--- src/rtl/fetch_unit_pkg.sv ---
// Shared types for the instruction fetch front end.
// Instruction layout, fetch FSM states and reset defaults.
package fetch_unit_pkg;

    localparam int IMM_FLAG_BIT = 27;
    localparam logic [15:0] RESET_PC_DEFAULT = 16'h0000;

    typedef enum logic [1:0] {
        S_OP,
        S_IMM,
        S_HOLD
    } fetch_state_t;

    // Opcode word in the upper half, trailing immediate in the lower half.
    typedef struct packed {
        logic [30-IMM_FLAG_BIT:0] op_hi;
        logic                     imm_valid;
        logic [IMM_FLAG_BIT-17:0] op_lo;
        logic [15:0]              imm;
    } instr_t;

endpackage

--- src/rtl/fetch_unit.sv ---
// Instruction fetch front end: opcode plus optional immediate over a
// req/ack memory port, held for the core until it supplies the next pc.
module fetch_unit
    import fetch_unit_pkg::*;
#(
    parameter logic [15:0] RESET_PC = RESET_PC_DEFAULT,
    parameter int          IMM_BIT  = IMM_FLAG_BIT
) (
    input  logic        clk,
    input  logic        rst_n,
    output logic        mem_req,
    output logic [15:0] mem_addr,
    input  logic        mem_ack,
    input  logic [15:0] mem_rdata,
    output logic        instr_valid,
    output logic [31:0] instr,
    output logic [15:0] instr_ip,
    input  logic        next_valid,
    input  logic [15:0] next_pc,
    output logic [31:0] fetch_count
);

    fetch_state_t state;
    logic [15:0]  pc;
    logic [15:0]  pc_inc;
    instr_t       instr_q;
    logic         take;

    // An ack only counts while a request is actually outstanding.
    assign take     = mem_req && mem_ack;
    assign pc_inc   = pc + 16'd1;
    assign mem_addr = (state == S_IMM) ? pc_inc : pc;
    assign instr    = instr_q;

    always_ff @(posedge clk or negedge rst_n) begin
        if (!rst_n) begin
            state       <= S_OP;
            pc          <= RESET_PC;
            mem_req     <= 1'b0;
            instr_valid <= 1'b0;
            instr_q     <= '0;
            instr_ip    <= '0;
            fetch_count <= '0;
        end else begin
            unique case (state)
                S_OP: begin
                    if (take) begin
                        instr_q[31:16] <= mem_rdata;
                        instr_ip       <= pc;
                        if (mem_rdata[IMM_BIT-16]) begin
                            mem_req <= 1'b1;
                            state   <= S_IMM;
                        end else begin
                            instr_q.imm <= '0;
                            mem_req     <= 1'b0;
                            instr_valid <= 1'b1;
                            state       <= S_HOLD;
                        end
                    end else begin
                        mem_req <= 1'b1;
                    end
                end
                S_IMM: begin
                    if (take) begin
                        instr_q.imm <= mem_rdata;
                        mem_req     <= 1'b0;
                        instr_valid <= 1'b1;
                        state       <= S_HOLD;
                    end
                end
                S_HOLD: begin
                    if (next_valid) begin
                        pc          <= next_pc;
                        mem_req     <= 1'b1;
                        instr_valid <= 1'b0;
                        fetch_count <= fetch_count + 32'd1;
                        state       <= S_OP;
                    end
                end
                default: begin
                    mem_req     <= 1'b0;
                    instr_valid <= 1'b0;
                    state       <= S_OP;
                end
            endcase
        end
    end

endmodule
--- config.mk ---
export PLATFORM = sky130hd
export DESIGN_NAME = fetch_unit
export DESIGN_NICKNAME = d
export VERILOG_FILES = /design/src/rtl/fetch_unit_pkg.sv /design/src/rtl/fetch_unit.sv
export SDC_FILE = /design/constraint.sdc
export NUM_CORES = 1
export LEC_CHECK = 0
export ABC_AREA = 0
export CAP_MARGIN = 20
export CORE_UTILIZATION = 42
export DETAILED_ROUTE_END_ITERATION = 8
export PLACE_DENSITY = 0.81
export SLEW_MARGIN = 30
export SYNTH_ARGS = -nofsm -noshare
export SYNTH_HDL_FRONTEND = slang
export SYNTH_SLANG_ARGS = --single-unit
--- constraint.sdc ---
create_clock -name clk -period 1.9 [get_ports clk]
set_input_delay 0.38 -clock clk [delete_from_list [all_inputs] [get_ports clk]]
set_output_delay 0.38 -clock clk [all_outputs]
set_load 0.1 [all_outputs]
==> results of run 1 <==
per-layer routing:
metal,GRT usage [%],vias up,part of all wire [%]
met4,8.451,0,1.6
met3,5.309,20,5.9
li1,-,1618,-
met2,39.84,126,51
met1,29.10,1810,41
met5,0,-,0
per-stage QoR:
stage | instances | setup TNS, ns
floorplan | 370 | -5.266
global placement | 669 | -2.328
detailed placement | 669 | -4.943
CTS | 692 | -5.071
global route | 691 | -6.037
finish | 691 | -4.868
worst paths after layout:
path / from / end / slack, ns / cells past startpoint
max reg2reg: state[0] / fetch_count[13] / 0.11 / 6
min in group asynchronous: rst_n / fetch_count[0] / 0.53 / 2
max: pc[8] / mem_addr[15] / -0.49 / 7
min reg2reg: instr[18] / instr[18] / 0.52 / 1
max in group asynchronous: rst_n / pc[8] / 0.73 / 3
min: instr[18] / instr[18] / 0.52 / 1
sequential cells by signal, summed over array words and instances (netlist names):
name         cells
fetch_count     32
instr           32
instr_ip        16
pc              16
state            2
instr_valid      1
mem_req          1
cell type report:
| class | instances | area, sq um | area share (%) |
|---|---|---|---|
| flip-flops and latches | 100 | 2572 | 34.61 |
| repair buffers | 187 | 2273 | 30.58 |
| multi-input cells | 248 | 2185 | 29.39 |
| well taps | 133 | 166.4 | 2.239 |
| clock buffers | 11 | 131.4 | 1.767 |
| clock inverters | 4 | 75.07 | 1.010 |
| inverters | 8 | 30.03 | 0.4040 |
kinds of logic after synthesis:
family,count (synthesis),synth area share [%]
AO/OA/AOI/OAI,23,4.139
adder cells (fa/ha/maj),2,0.5788
XOR/XNOR,46,9.320
flip-flops,100,57.89
AND/OR/NAND/NOR,144,17.40
multiplexers,33,8.596
buffers and inverters,22,2.084
what timing repair did:
| action | in CTS | in global routing |
|---|---|---|
| endpoints found under the hold margin | 32 | 0 |
| pin swaps | 17 | 17 |
| setup buffers | 7 | 4 |
| gates resized for setup | 35 | 15 |
| hold buffers | 1 | 0 |
| setup endpoints to repair | 15 | 21 |
synth_stat cells (2+ instances only):
library cell / instances
and4_1: 5
nor2_1: 15
and3_1: 11
clkbuf_1: 7
and2_1: 2
xnor2_1: 29
inv_1: 8
xor2_1: 17
nand4_1: 4
mux2_2: 33
nor4_1: 2
a22o_1: 15
ha_1: 2
nand2b_1: 2
o21ai_0: 3
dfrtp_1: 100
nor3_1: 5
nand2_1: 68
nand3_1: 18
buf_2: 6
a21oi_1: 2
critical path, cell delays in order (launching register included):
cell     delay (ns)
dfrtp_2        0.37
and4_4         0.25
and4_4         0.23
and3_4         0.22
buf_6          0.11
nand3_4        0.09
xnor2_4        0.20
buf_12         0.19
==> flow_summary.ini, run 1 <==
[final_layout]
syn_to_final_growth_pct = 71.95
nFillCells = 555
mostFrequentLayoutCells = buf_4, dfrtp_1, nand2_1
mostFrequentLayoutCell = buf_4
drive_gt1_share_pct = 49.28
design_area_sq_mm = 0.007433
final_util_pct = 75.36
antenna_cells = 0
nNetsFinal = 592

[place]
dp_slack_ns = -0.2133
port_buffers = 133
dp_hpwl_mm = 8.717
place_congestion = 0.8145
placed_cell_area_sq_mm = 0.006932

[yosys]
synth_top_cell_by_area = dfrtp_1
syn-num-nets = 408
ys_seq_elements = 100
ys.flop_type = dfrtp_1
synth_cell_types = 37
synthArstFlopShare_pct = 100.0
ys_top_cells_by_area = dfrtp_1, mux2_2, nand2_1, xnor2_1, xor2_1
yosysSeqAreaShare_pct = 57.89
syn-instance-count = 370
synth_edf_count = 0
netlist_area_sq_mm = 0.004323
yosys_warnings = 0
synth_top_area_share_pct = 57.89
syn_area_per_cell_sq_um = 11.68

[floorplan]
rows = 36
core-area_sq_mm = 0.009864
die-height_um = 103.5
die_area_sq_mm = 0.01070
die_w_um = 103.5
pin_count = 134
start_util_pct = 43.82

[detailed_routing]
via_per_inst = 5.172
ant_nets = 0
vias = 3574
dr.pass1.iters = 4
first_iter_violations = 233
postRouteWirelength_mm = 12.06
routedWlPerCell_um = 17.46
drc_errors = 0

[status]
status = finished, violations left
violations = setup timing

[clock_tree]
clk_latency_ns = 0.36
htreeDepth = 3
tritoncts = built
cts.sinks = 100
clk_pin_slew_ns = 0.09
cts_buffers = 9
clk_path_buf_depth = 2
cts_root_buf = clkbuf_8

[sta]
finalCritPeriodShare_pct = 125.7
drv_slew = 0
hold_slack_ns = 0.5156
slew_headroom_pct = 69.11
tightest_slew_ns = 0.4633
setup_slack_ns = -0.4883
rsz0062_at_grt = yes
setup_viol = 15
layout_min_cycle_time_ns = 2.388
finalHoldViolCount = 0
max_freq_ghz = 0.4187
skew_ns = 0.009598

[run]
cap_violations = 0

[global_routing]
grt_pass1_vias = 3763
grt-ovfl-total = 0
grt_antenna_before_repair = 0
track_usage_pct = 23.34
grt_max_degree = 53
grt_pass1_wl_mm = 18.65

[critical_path]
cp-start-kind = flop
crit_arrival_ns = 2.01
end_kind = output pin
crit_required_ns = 1.52
cp_max_fo = 2
crit_type = flop to output pin

[hold_path]
min_path_type = flop to flop
Power of run 1 is not shown: default switching activity piles up to over one toggle a cycle in this logic, so the estimate is an artifact.
==> inputs of run 2 (changes only) <==
--- a/config.mk
+++ b/config.mk
@@ -8,7 +8,8 @@
 export ABC_AREA = 0
 export CAP_MARGIN = 20
-export CORE_UTILIZATION = 42
+export CORE_UTILIZATION = 50
 export DETAILED_ROUTE_END_ITERATION = 8
-export PLACE_DENSITY = 0.81
+export PLACE_DENSITY = 0.9
+export SETUP_SLACK_MARGIN = 0.02
 export SLEW_MARGIN = 30
 export SYNTH_ARGS = -nofsm -noshare
==> constraint.sdc (replaced) <==
create_clock -name clk -period 3.1 [get_ports clk]
set_input_delay 0.62 -clock clk [delete_from_list [all_inputs] [get_ports clk]]
set_output_delay 0.62 -clock clk [all_outputs]
set_load 0.05 [all_outputs]
==> run 2 against run 1 <==
Effect of this change: the flow now finishes without violations; count of clock-buffer cells in the layout down 1; final cell count down 11%; flip-flop and latch count unchanged; clock skew up 0.0094 ns; sequential share of layout area up 6.9 points.
==> flow_summary.ini, run 2 (synthesis gave the netlist of run 1 again) <==
[status]
status = finished, final reports clean

[final_layout]
antenna_cells = 0
mostFrequentLayoutCell = clkdlybuf4s50_1
mostFrequentLayoutCells = clkdlybuf4s50_1, dfrtp_1, nand2_1
final_cells = 615
syn_to_final_growth_pct = 39.42
drive_gt1_share_pct = 15.10
final_util_pct = 72.62
nNetsFinal = 543

[critical_path]
crit_chain = nor2b_4, and4_1, and3_1, nand3_1, xnor2_1, buf_12
crit_required_ns = 2.48
crit_type = flop to output pin
crit_slowest_cell = dfrtp_1
crit_arrival_ns = 2.31
slowest_delay_ns = 0.53
end_kind = output pin
cp_max_fo = 9
cp-start-kind = flop

[pwr]
vdd_drop_max_v = 0.0007469
power_mw = 6.489
pwr-share-comb_pct = 55.0
p_leak_nw = 2.763
p_seq_share_pct = 32.9
clkPwrFrac_pct = 12.1
swShare_pct = 47.46
p_sw_mw = 3.080
intPower_mw = 3.409
powerDensity_mw_per_mm2 = 1077

[place]
dpl.cell_count = 599
port_buffers = 133
dp_hpwl_mm = 7.274
dp_slack_ns = 0.3708
place_congestion = 0.8944

[global_routing]
grtUsageMet3_pct = 5.797
track_usage_pct = 24.11
use_met2_pct = 40.77
grt_antenna_before_repair = 0
use_met1_pct = 28.75
grt_pass1_vias = 3368
grt_max_degree = 101
top_usage_layer = met2
grt_pass1_wl_mm = 16.34
grt-ovfl-total = 0

[detailed_routing]
ant_nets = 0
dr.pass1.iters = 4
routedWlPerCell_um = 16.40
drc_errors = 0
vias = 3265
first_iter_violations = 112
postRouteWirelength_mm = 10.09
via_per_inst = 5.309

[sta]
finalHoldViolCount = 0
skew_ns = 0.01900
setup_viol = 0
max_freq_ghz = 0.3413
setup_tns_ns = 0
slew_headroom_pct = 56.69
drv_slew = 0
setup_slack_ns = 0.1697
finalCritPeriodShare_pct = 94.53
layout_min_cycle_time_ns = 2.930
tightest_slew_ns = 0.6496
rsz0062_at_grt = no

[run]
cap_violations = 0

[clock_tree]
cts_buffers = 9
htreeDepth = 3
clk_pin_slew_ns = 0.09
clk_path_buf_depth = 2
cts.sinks = 100
postCtsSetupBuffers = 0
cts_root_buf = clkbuf_8
clk_latency_ns = 0.37
tritoncts = built

[floorplan]
core-area_sq_mm = 0.008299
start_util_pct = 52.09
die_area_sq_mm = 0.009021
die-height_um = 94.98
rows = 33
pin_count = 134
die_w_um = 94.98

[hold_path]
min_path_type = primary input to asynchronous set/reset pin
[run 2: metal layers]
layer  routed length [um]  part of all wire, %
met2                 5095                   51
met1                 4132                   41
met3                  580                  5.8
met4                  276                  2.7
met5                    0                    0
[run 2: timing repair]
| action | CTS | global route |
|---|---|---|
| hold buffers | 0 | 0 |
| gates resized for setup | 2 | 2 |
| endpoints found under the setup margin | 2 | 5 |
[run 2: per-stage QoR]
step | hold WS, ns | area [sq um]
2_1_floorplan | 0.3244 | 4323
3_3_place_gp | 0.4548 | 5838
3_5_place_dp | 0.4790 | 5838
4_1_cts | 0.3129 | 6021
5_1_grt | 0.3360 | 6027
6_report | 0.2667 | 6027
[run 2: layout make-up]
| class | count | area [sq um] |
|---|---|---|
| clock buffer | 10 | 137.6 |
| clock inverter | 6 | 47.55 |
| fill | 597 | 2272 |
| inverter | 8 | 30.03 |
| multi-input combinational | 248 | 1740 |
| sequential | 100 | 2504 |
| tap | 105 | 131.4 |
| timing repair buffer | 138 | 1436 |
[run 2: power by group through the flow]
stage	registers [mW]	clock network [mW]	logic (mW)
floorplan	3.24	0	1.18
global placement	2.12	0	3.54
detailed placement	2.15	0	3.60
CTS	2.13	0.808	3.59
global route	2.20	0.855	3.73
finish	2.13	0.787	3.57
[run 2: worst paths after layout]
path | from | slack [ns] | to | cells past startpoint
worst max register to register | state[1] | 1.15 | fetch_count[30] | 5
worst min register to register | fetch_count[31] | 0.48 | fetch_count[31] | 1
worst min-delay path | rst_n | 0.27 | fetch_count[11] | 2
max in group asynchronous | rst_n | 2.38 | pc[13] | 2
worst max-delay path | state[1] | 0.17 | mem_addr[15] | 6
min in group clk | fetch_count[31] | 0.48 | fetch_count[31] | 1
[run 2: critical path, delay by kind of cell, from the launching register on]
kind | cells | cell delay (ns)
xor gates and xnor gates | 1 | 0.27
buffers and inverters | 1 | 0.18
and+or+nand+nor | 4 | 0.97
DFF | 1 | 0.53
Note: power is estimated with default switching activity, not from simulation.
==> inputs of run 3 (changes only) <==
Settings changed: CORE_UTILIZATION 50 to 45, GPL_TIMING_DRIVEN from default to 0, PLACE_DENSITY 0.9 to 0.83.
==> run 3 against run 2 <==
Effect of this change: clock skew fell by 0.0062 ns; largest cell class unchanged; sequential power shrank 2%; sequential share of layout area increased by 0.066 points; count of clock-buffer cells in the layout is the same; combinational power fell by 2%; largest power group unchanged; register-to-register slack worse by 0.05 ns; setup slack better by 0.021 ns; die area rose by 11%; via count hardly changed; global-route usage decreased by 3.0 points; highest routed layer unchanged.
==> flow_summary.ini, run 3 (synthesis gave the netlist of run 1 again) <==
[hold_path]
min_path_type = primary input to asynchronous set/reset pin

[status]
status = finished, final reports clean

[clock_tree]
clk_pin_slew_ns = 0.09
htreeDepth = 3
cts_hold_buffers = 0
cts_buffers = 9
tritoncts = built
cts_root_buf = clkbuf_8
clk_path_buf_depth = 2
clk_latency_ns = 0.36
postCtsSetupBuffers = 0
cts.sinks = 100
cts_resized = 47

[sta]
slew_headroom_pct = 56.58
tightest_slew_ns = 0.6463
max_freq_ghz = 0.3437
drv_slew = 0
finalCritPeriodShare_pct = 93.85
rsz0062_at_grt = no
setup_slack_ns = 0.1907
setup_viol = 0
hold_slack_ns = 0.1521
layout_min_cycle_time_ns = 2.909
skew_ns = 0.01278
finalHoldViolCount = 0

[final_layout]
nNetsFinal = 552
mostFrequentLayoutCells = clkdlybuf4s50_1, dfrtp_1, nand2_1
antenna_cells = 0
drive_gt1_share_pct = 14.64
mostFrequentLayoutCell = clkdlybuf4s50_1
final_util_pct = 64.78
syn_to_final_growth_pct = 39.13
design_area_sq_mm = 0.006015
nFillCells = 756

[detailed_routing]
via_per_inst = 5.035
vias = 3263
routedWlPerCell_um = 15.56
dr.pass1.iters = 4
postRouteWirelength_mm = 10.08
first_iter_violations = 81
drc_errors = 0
ant_nets = 0

[critical_path]
crit_required_ns = 2.48
crit_arrival_ns = 2.29
path_common_cell = and4_1
crit_slowest_cell = dfrtp_1
slowest_delay_ns = 0.47
cp-start-kind = flop
crit_type = flop to output pin
end_kind = output pin
cp_max_fo = 6
crit_chain = and4_1, and4_1, and3_1, nor2b_1, xor2_1, clkdlybuf4s15_2

[pwr]
clkPwrFrac_pct = 12.3
power_mw = 6.360
pwr-share-comb_pct = 54.9
powerDensity_mw_per_mm2 = 1057
p_seq_share_pct = 32.8
p_leak_nw = 2.751
vdd_drop_max_v = 0.0006360
p_sw_mw = 3.053
swShare_pct = 48.00
intPower_mw = 3.307

[place]
placed_cell_area_sq_mm = 0.005844
place_congestion = 0.7758
port_buffers = 133
dp_hpwl_mm = 7.412
dp_slack_ns = -0.1535

[floorplan]
start_util_pct = 46.56
die_w_um = 100.0
die_area_sq_mm = 0.01000
die-height_um = 100.0
rows = 35
pin_count = 134
core-area_sq_mm = 0.009284

[global_routing]
grt_antenna_before_repair = 0
grt-ovfl-total = 0
grt_pass1_wl_mm = 16.51
grt_max_degree = 63
grt_pass1_vias = 3242
track_usage_pct = 21.16

[run]
cap_violations = 0
==> run 3: cell count changes in the layout (fill, tap and decap cells not counted), sizes merged <==
| cell | change |
|---|---|
| clkinv | -1 |
| clkinvlp | +1 |
| clkbuf | +6 |
| clkdlybuf4s15 | +5 |
| buf | -3 |
| dlygate4sd2 | +1 |
==> run 3: area by class of cell <==
cell class	instances	area (sq um)	share of cell area [%]
buffer	13	56.30	0.9361
clock buffer	10	137.6	2.288
clock inverter	6	46.29	0.7697
inverter	8	30.03	0.4993
multi-input combinational	248	1735	28.85
sequential	100	2502	41.61
tap	129	161.4	2.684
timing repair buffer	134	1345	22.36
==> run 3: power by group through the flow <==
stage	Sequential [mW]	Clock, mW	Combinational [mW]
detailed placement	2.11	0	3.53
global route	2.16	0.866	3.66
floorplan	3.24	0	1.18
global placement	2.08	0	3.48
finish	2.09	0.783	3.49
CTS	2.09	0.809	3.51
==> run 3: final timing paths <==
check | startpoint | to | slack [ns] | cells past startpoint
setup / recovery | pc[6] | mem_addr[14] | 0.19 | 6
hold / removal | rst_n | fetch_count[25] | 0.15 | 1
setup reg to reg | state[0] | instr_ip[1] | 1.10 | 4
hold reg to reg | fetch_count[31] | fetch_count[31] | 0.47 | 1
max in group asynchronous | rst_n | instr_ip[7] | 2.32 | 2
min in group clk | fetch_count[31] | fetch_count[31] | 0.47 | 1
==> run 3: through the flow <==
step | cells | TNS [ns]
floorplan | 370 | 0
global placement | 632 | -226.72
detailed placement | 633 | -0.6178
CTS | 649 | 0
global route | 648 | 0
finish | 648 | 0
==> run 3: routing by layer <==
metal | vias to the layer above | track usage [%] | share of wire [%]
met5 | - | 0 | 0
met4 | 0 | 4.905 | 0.67
met3 | 5 | 5.432 | 6.1
met2 | 95 | 34.85 | 49
met1 | 1612 | 28.29 | 44
li1 | 1551 | - | -
==> run 3: worst max-delay path: cells and delay by family, from the launching register on <==
kind                   cells  cell delay [ns]
AND/OR/NAND/NOR            4             0.94
XOR/XNOR                   1             0.16
buffers and inverters      1             0.38
flip-flops                 1             0.47
